File: config.mk
export PLATFORM = sky130hd
export DESIGN_NAME = digit_scan_sequencer
export DESIGN_NICKNAME = d
export VERILOG_FILES = /design/src/rtl/digit_pkg.sv /design/src/rtl/digit_scan_addr_gen.sv /design/src/rtl/digit_scan_sequencer.sv
export SDC_FILE = /design/constraint.sdc
export NUM_CORES = 1
export LEC_CHECK = 0
export BUFFER_PORTS_ARGS = -buffer_cell sky130_fd_sc_hd__buf_2
export CORE_AREA = 4 4 62 64
export DETAILED_ROUTE_END_ITERATION = 7
export DIE_AREA = 0 0 66 68
export PLACE_DENSITY = 0.84
export SKIP_CTS_REPAIR_TIMING = 1
export SLEW_MARGIN = 10
export SYNTH_ARGS = -nofsm -noshare
export SYNTH_HDL_FRONTEND = slang
export SYNTH_SLANG_ARGS = --single-unit
export TNS_END_PERCENT = 20
File: constraint.sdc
create_clock -name clock -period 2.18 [get_ports clock]
set_input_delay 0.218 -clock clock [delete_from_list [all_inputs] [get_ports clock]]
set_output_delay 0.218 -clock clock [all_outputs]
set_load 0.02 [all_outputs]
File: src/rtl/digit_pkg.sv
// Shared definitions for the digit-recognition datapath: pixel/index widths,
// default image and template dimensions, and the scan sequencer state enum.
// The binarize helper is only referenced when DIGIT_SEQ_BINARIZE_EN is defined.
package digit_pkg;

    localparam int PIX_W              = 8;
    localparam int IDX_W              = 4;
    localparam int PIXELS_DEFAULT     = 64;
    localparam int NUM_DIGITS_DEFAULT = 10;

    typedef enum logic [1:0] {
        IDLE    = 2'd0,
        ACCUM   = 2'd1,
        COMPARE = 2'd2,
        DONE    = 2'd3
    } scan_state_t;

    // Full-scale white for pixels at or above the threshold, black otherwise.
    function automatic logic [PIX_W-1:0] binarize(input logic [PIX_W-1:0] value,
                                                  input logic [PIX_W-1:0] thresh);
        return (value >= thresh) ? {PIX_W{1'b1}} : {PIX_W{1'b0}};
    endfunction

endpackage

File: src/rtl/digit_scan_addr_gen.sv
// Address generation for the digit scan: pixel counter, digit counter and a
// running template address that simply counts up across all digits, so the
// template ROM address digit*PIXELS + pixel is produced without a multiplier.
module digit_scan_addr_gen
    import digit_pkg::*;
#(
    parameter int PIXELS     = PIXELS_DEFAULT,
    parameter int NUM_DIGITS = NUM_DIGITS_DEFAULT,
    localparam int PIX_AW    = $clog2(PIXELS),
    localparam int REF_AW    = $clog2(NUM_DIGITS * PIXELS)
) (
    input  logic              clock,
    input  logic              reset_n,
    input  logic              clear,
    input  logic              advance,
    input  logic              compare,
    output logic [PIX_AW-1:0] pixel,
    output logic [IDX_W-1:0]  digit,
    output logic [REF_AW-1:0] ref_addr,
    output logic              last_pixel,
    output logic              last_digit
);

    localparam logic [PIX_AW-1:0] LAST_PIXEL = PIX_AW'(PIXELS - 1);
    localparam logic [IDX_W-1:0]  LAST_DIGIT = IDX_W'(NUM_DIGITS - 1);

    logic [PIX_AW-1:0] pixel_q;
    logic [IDX_W-1:0]  digit_q;
    logic [REF_AW-1:0] ref_q;

    // Counters: cleared on an accepted start, stepped per issue, and the pixel
    // counter rewound on the compare cycle while the digit moves on.
    always_ff @(posedge clock or negedge reset_n) begin
        if (!reset_n) begin
            pixel_q <= '0;
            digit_q <= '0;
            ref_q   <= '0;
        end else if (clear) begin
            pixel_q <= '0;
            digit_q <= '0;
            ref_q   <= '0;
        end else if (advance) begin
            pixel_q <= pixel_q + 1'b1;
            ref_q   <= ref_q + 1'b1;
        end else if (compare) begin
            pixel_q <= '0;
            if (digit_q != LAST_DIGIT) begin
                digit_q <= digit_q + 1'b1;
            end
        end
    end

    assign pixel      = pixel_q;
    assign digit      = digit_q;
    assign ref_addr   = ref_q;
    assign last_pixel = (pixel_q == LAST_PIXEL);
    assign last_digit = (digit_q == LAST_DIGIT);

endmodule

File: src/rtl/digit_scan_sequencer.sv
// Digit scan sequencer: walks the stored image once per reference template,
// streaming image/template pixel pairs to the correlator (temp=1) followed by
// one compare cycle (temp=0) per digit carrying that digit's index.
// Addresses are issued straight from the counters; temp, index and the data
// select are registered one cycle to line up with the 1-cycle memory reads.
// Optional build macro: DIGIT_SEQ_BINARIZE_EN (threshold the image pixel).
//
// state   | meaning
// --------+------------------------------------------------------------
// IDLE    | waiting for start; busy low, index holds last digit
// ACCUM   | issue one image/template address pair per cycle
// COMPARE | one cycle with no issue; rewind pixel, advance digit
// DONE    | last compare is being presented; done pulses next cycle
module digit_scan_sequencer
    import digit_pkg::*;
#(
    parameter int               PIXELS     = PIXELS_DEFAULT,
    parameter int               NUM_DIGITS = NUM_DIGITS_DEFAULT,
    parameter logic [PIX_W-1:0] THRESH     = 8'd128,
    localparam int              PIX_AW     = $clog2(PIXELS),
    localparam int              REF_AW     = $clog2(NUM_DIGITS * PIXELS)
) (
    input  logic              clock,
    input  logic              reset_n,
    input  logic              start,
    output logic              busy,
    output logic              done,
    output logic [PIX_AW-1:0] img_addr,
    input  logic [PIX_W-1:0]  img_data,
    output logic [REF_AW-1:0] ref_addr,
    input  logic [PIX_W-1:0]  ref_data,
    output logic [PIX_W-1:0]  current,
    output logic [PIX_W-1:0]  reference,
    output logic              temp,
    output logic [IDX_W-1:0]  index
);

    scan_state_t state_q;
    scan_state_t state_d;

    logic              clear;
    logic              advance;
    logic              compare;
    logic [PIX_AW-1:0] pixel;
    logic [IDX_W-1:0]  digit;
    logic              last_pixel;
    logic              last_digit;

    logic              temp_q;
    logic              done_q;
    logic [IDX_W-1:0]  index_q;
    logic [PIX_W-1:0]  current_sel;

    digit_scan_addr_gen #(
        .PIXELS     (PIXELS),
        .NUM_DIGITS (NUM_DIGITS)
    ) u_addr_gen (
        .clock      (clock),
        .reset_n    (reset_n),
        .clear      (clear),
        .advance    (advance),
        .compare    (compare),
        .pixel      (pixel),
        .digit      (digit),
        .ref_addr   (ref_addr),
        .last_pixel (last_pixel),
        .last_digit (last_digit)
    );

    // State register.
    always_ff @(posedge clock or negedge reset_n) begin
        if (!reset_n) begin
            state_q <= IDLE;
        end else begin
            state_q <= state_d;
        end
    end

    // Next-state logic and counter controls; start is only looked at in IDLE,
    // which is what makes a start during a scan a no-op.
    always_comb begin
        state_d = state_q;
        clear   = 1'b0;
        advance = 1'b0;
        compare = 1'b0;
        case (state_q)
            IDLE: begin
                if (start) begin
                    clear   = 1'b1;
                    state_d = ACCUM;
                end
            end
            ACCUM: begin
                advance = 1'b1;
                if (last_pixel) begin
                    state_d = COMPARE;
                end
            end
            COMPARE: begin
                compare = 1'b1;
                state_d = last_digit ? DONE : ACCUM;
            end
            DONE: begin
                state_d = IDLE;
            end
            default: begin
                state_d = IDLE;
            end
        endcase
    end

    // Alignment stage: the memories answer one cycle after the address, so the
    // pair-valid flag, the digit index and the done pulse follow one cycle late.
    // Index only updates while scanning, so it changes on the first pair of a
    // new digit and otherwise holds.
    always_ff @(posedge clock or negedge reset_n) begin
        if (!reset_n) begin
            temp_q  <= 1'b0;
            done_q  <= 1'b0;
            index_q <= '0;
        end else begin
            temp_q <= (state_q == ACCUM);
            done_q <= (state_q == DONE);
            if ((state_q == ACCUM) || (state_q == COMPARE)) begin
                index_q <= digit;
            end
        end
    end

`ifdef DIGIT_SEQ_BINARIZE_EN
    assign current_sel = binarize(img_data, THRESH);
`else
    logic unused_thresh;
    assign unused_thresh = ^THRESH;
    assign current_sel   = img_data;
`endif

    assign busy      = (state_q != IDLE);
    assign done      = done_q;
    assign temp      = temp_q;
    assign index     = index_q;
    assign img_addr  = pixel;
    assign current   = temp_q ? current_sel : '0;
    assign reference = temp_q ? ref_data : '0;

endmodule
==> summary.txt <==
Status
  – Run status: complete, no violations

Critical path
  – Crit path max-delay cell type: dfrtp_1
  – Cells along the critical path: inv_1, ha_1, nand4_2, nor3_1, xnor2_1, nor2_1
  – Crit path capture type: flip-flop
  – Critical Path AT: 1.97 ns
  – Crit-path max FO: 11
  – Critical Path Start Type: flip-flop
  – Max incr delay on CP: 0.44 ns
  – Crit Path Category: reg2reg
  – WP data required: around 2.4 ns

Floorplanning
  – Core box area: roughly 3300 um2
  – Die H: 68 um
  – Die area: 4488 um2
  – Starting density of the core: 46.63%
  – Cell Rows: 21
  – Ports: between 50 and 60
  – Die width: 66 um

Global route
  – Largest net degree at the start of global routing: 29
  – Overall routing resource usage: 14.30%
  – Initial antenna violation count: 0
  – Vias in the first global route: approximately 1200
  – Grt ovf: 0
  – First-pass GRT wire length: 5078 um

Clock tree
  – Root buf cell: clkbuf_4
  – Htree depth: 1
  – CTS Buf Count: 3
  – CTS clock-pin slew for the worst setup and hold paths: 0.16 ns
  – Max Root-Sink Buffers: 2
  – Worst-Skew Late Latency: around 0.33 ns
  – Clock sinks: 28
  – CTS tree: yes

Drt
  – DRT iter0 DRCs: 21
  – Via density: 5.074
  – Routed wire length: 3111 um
  – Overall via count from detail_route: 1304
  – Routed Antenna Nets: 0
  – Drt pass-1 iters: 4
  – Routed WL per cell: 12.11 um
  – Final routed DRC violation total: 0

Synthesis
  – Post-synthesis cell type count: 35
  – Sequential share of the synthesized area: 45.75%
  – Mux cell area share after synthesis: around 4.2%
  – Net Count, Synth: ~180
  – Seq cells post-synth: 28
  – Xor/xnor share of the synthesized area: 4.003%
  – Post-synth top area cell: dfrtp_1
  – Area share of the largest cell type after synthesis: between 40% and 50%
  – Synthesized cell area: 1531 um2
  – Post-Synth Adder-Cell Area: 7.353%
  – Largest family of logic cells by synthesized area: simple AND/OR/NAND/NOR gates
  – Top cells by area, synth: dfrtp_1 (46%), ha_1 (7.4%), and2_1 (6.5%), a21oi_1 (4.2%), o21ai_0 (3.3%)
  – Synth Area in Compound Gates: 12.17%
  – Synth warnings: 0
  – Simple-gate share of the synthesized area: 21.98%
  – Mean post-synth cell area: 9.880 um2
  – Post-synthesis cell count: 155

Final layout
  – Ant diodes: 0
  – Fin nets: 240
  – Fillers: approximately 280
  – Finished layout cell area: 1906 um2
  – Area grow syn2layout: 24.43%
  – Layout cell share with drive strength beyond 1: 34.12%
  – Fin util: 58.02%

Place
  – Number of port buffers: 57
  – Placer congestion estimate: 0.7461
  – Area after DPL: between 1500 and 2000 um2
  – DP Wirelength: 2350 um

Pwr
  – Pwr/cell area: 1173 nW/um2
  – Psw: 0.0009594 W
  – Sw Ratio: about 43%
  – Part of the power in registers: 35.8%
  – Peak VDD IR: 0.4715 mV
  – Static Leak: roughly 0.98 nW
  – Clk pwr share: 15.3%
  – Pint: 0.001275 W
  – Combinational power share: 48.9%
  – Total power: 0.002235 W

STA
  – RSZ-0062 raised after global routing: false
  – Worst-Margin Slew: 0.6078 ns
  – Final Max Tran Viols: 0
  – Worst slew margin: 59.48%
  – Final setup vio count: 0
  – Endpoints failing hold: 0
  – Hold slack final: 0.2740 ns
  – Setup TNS: 0 ns
  – Part of the cycle the worst path needs: 79.18%
  – Post-Route Skew: 0.008527 ns
  – Crit path time final: 1.726 ns
  – F_max: 579.3 MHz

Min path
  – Worst hold path class: in2reg

Run
  – Max-Cap Viols: 0
-- per-layer routing --
layer  up-vias  track usage [%]  routed length, um
met5         -                0                  0
met4         0            6.853                 51
met3         4            2.135                241
met2        46            25.91               1454
met1       610            16.58               1364
li1        644                -                  -
-- worst max-delay path, delay by kind of cell (launching register included) --
kind / cells / cell delay (ns)
simple gates: 3 / 0.52
buf+inv: 1 / 0.13
flops: 1 / 0.44
fa+ha+maj: 1 / 0.39
xor+xnor: 1 / 0.15
-- cell usage in the layout, fill, tap and decap left out, types with 3 or more instances in the layout --
cell,instances
xnor2_1,4
mux2_2,4
nand2_1,7
a21oi_1,13
o21ai_0,10
nor2_1,11
nor3_1,6
inv_1,8
ha_1,9
nand3_1,4
xor2_1,3
and2_1,16
dfrtp_1,28
clkbuf_4,3
buf_2,57
-- kinds of logic after synthesis --
family                     Yosys count
xor gates and xnor gates             7
and+or+nand+nor                     59
adders and majority gates            9
muxes                                6
DFF                                 28
AOI/OAI and AO/OA                   31
buffers and inverters               15
-- metrics by stage --
| stage | setup slack [ns] | instances |
|---|---|---|
| CTS | 0.4466 | 256 |
| detailed placement | 0.4652 | 252 |
| floorplan | 0.6340 | 155 |
| global placement | 0.5236 | 252 |
| global route | 0.2301 | 257 |
| finish | 0.4538 | 257 |
-- registers in the layout (all words and copies together) (netlist names) --
| signal | count |
|---|---|
| u_addr_gen.pixel | 6 |
| temp | 1 |
| index | 4 |
| state_q | 2 |
| done | 1 |
| u_addr_gen.ref_addr | 10 |
| u_addr_gen.digit | 4 |
-- Yosys cell counts --
library cell / number
o21ai_0: 10
nand4_2: 1
ha_1: 9
o21ai_1: 1
or3_1: 2
and2_4: 1
a21boi_0: 1
mux2_2: 4
nor2b_1: 1
nor2_1: 11
xor2_1: 3
o22ai_2: 1
dfrtp_1: 28
nor4_2: 1
clkbuf_1: 2
a221oi_2: 1
and2_1: 16
o22ai_1: 1
nand2_1: 7
or4_1: 1
nand3_1: 4
nor3b_1: 2
o21a_1: 1
a41oi_1: 2
mux2i_1: 2
nand4_1: 2
nand2b_1: 2
xnor2_1: 4
nand3b_1: 1
inv_1: 8
or3_4: 1
buf_2: 4
buf_6: 1
nor3_1: 6
a21oi_1: 13
-- final timing paths --
path                                     endpoint        from  depth (start not counted)  slack (ns)
max reg2reg                u_addr_gen.ref_addr[7]  state_q[1]                          6        0.45
min in group asynchronous  u_addr_gen.ref_addr[9]     reset_n                          2        0.41
max                        u_addr_gen.ref_addr[7]  state_q[1]                          6        0.45
max in group asynchronous              state_q[1]     reset_n                          2        1.37
min                           u_addr_gen.digit[3]       start                          4        0.27
min reg2reg                              index[3]    index[3]                          1        0.52
-- power by group through the flow --
stage / clock network (W) / registers [W] / logic (W)
final: 0.000343 / 0.000800 / 0.00109
after global placement: 0 / 0.000809 / 0.00109
after CTS: 0.000352 / 0.000802 / 0.00110
after detailed placement: 0 / 0.000813 / 0.00110
after global routing: 0.000364 / 0.000833 / 0.00122
after floorplan: 0 / 0.000879 / 0.000736
-- cell type report --
type | instances | area (um2) | area share (%)
clock inverters | 1 | 30.03 | 1.576
multi-input cells | 112 | 762.0 | 39.99
clock buffers | 3 | 22.52 | 1.182
flip-flops and latches | 28 | 700.7 | 36.77
inverters | 8 | 30.03 | 1.576
well taps | 46 | 57.56 | 3.020
repair buffers | 59 | 302.8 | 15.89
Power figures use the tool's default switching activity.
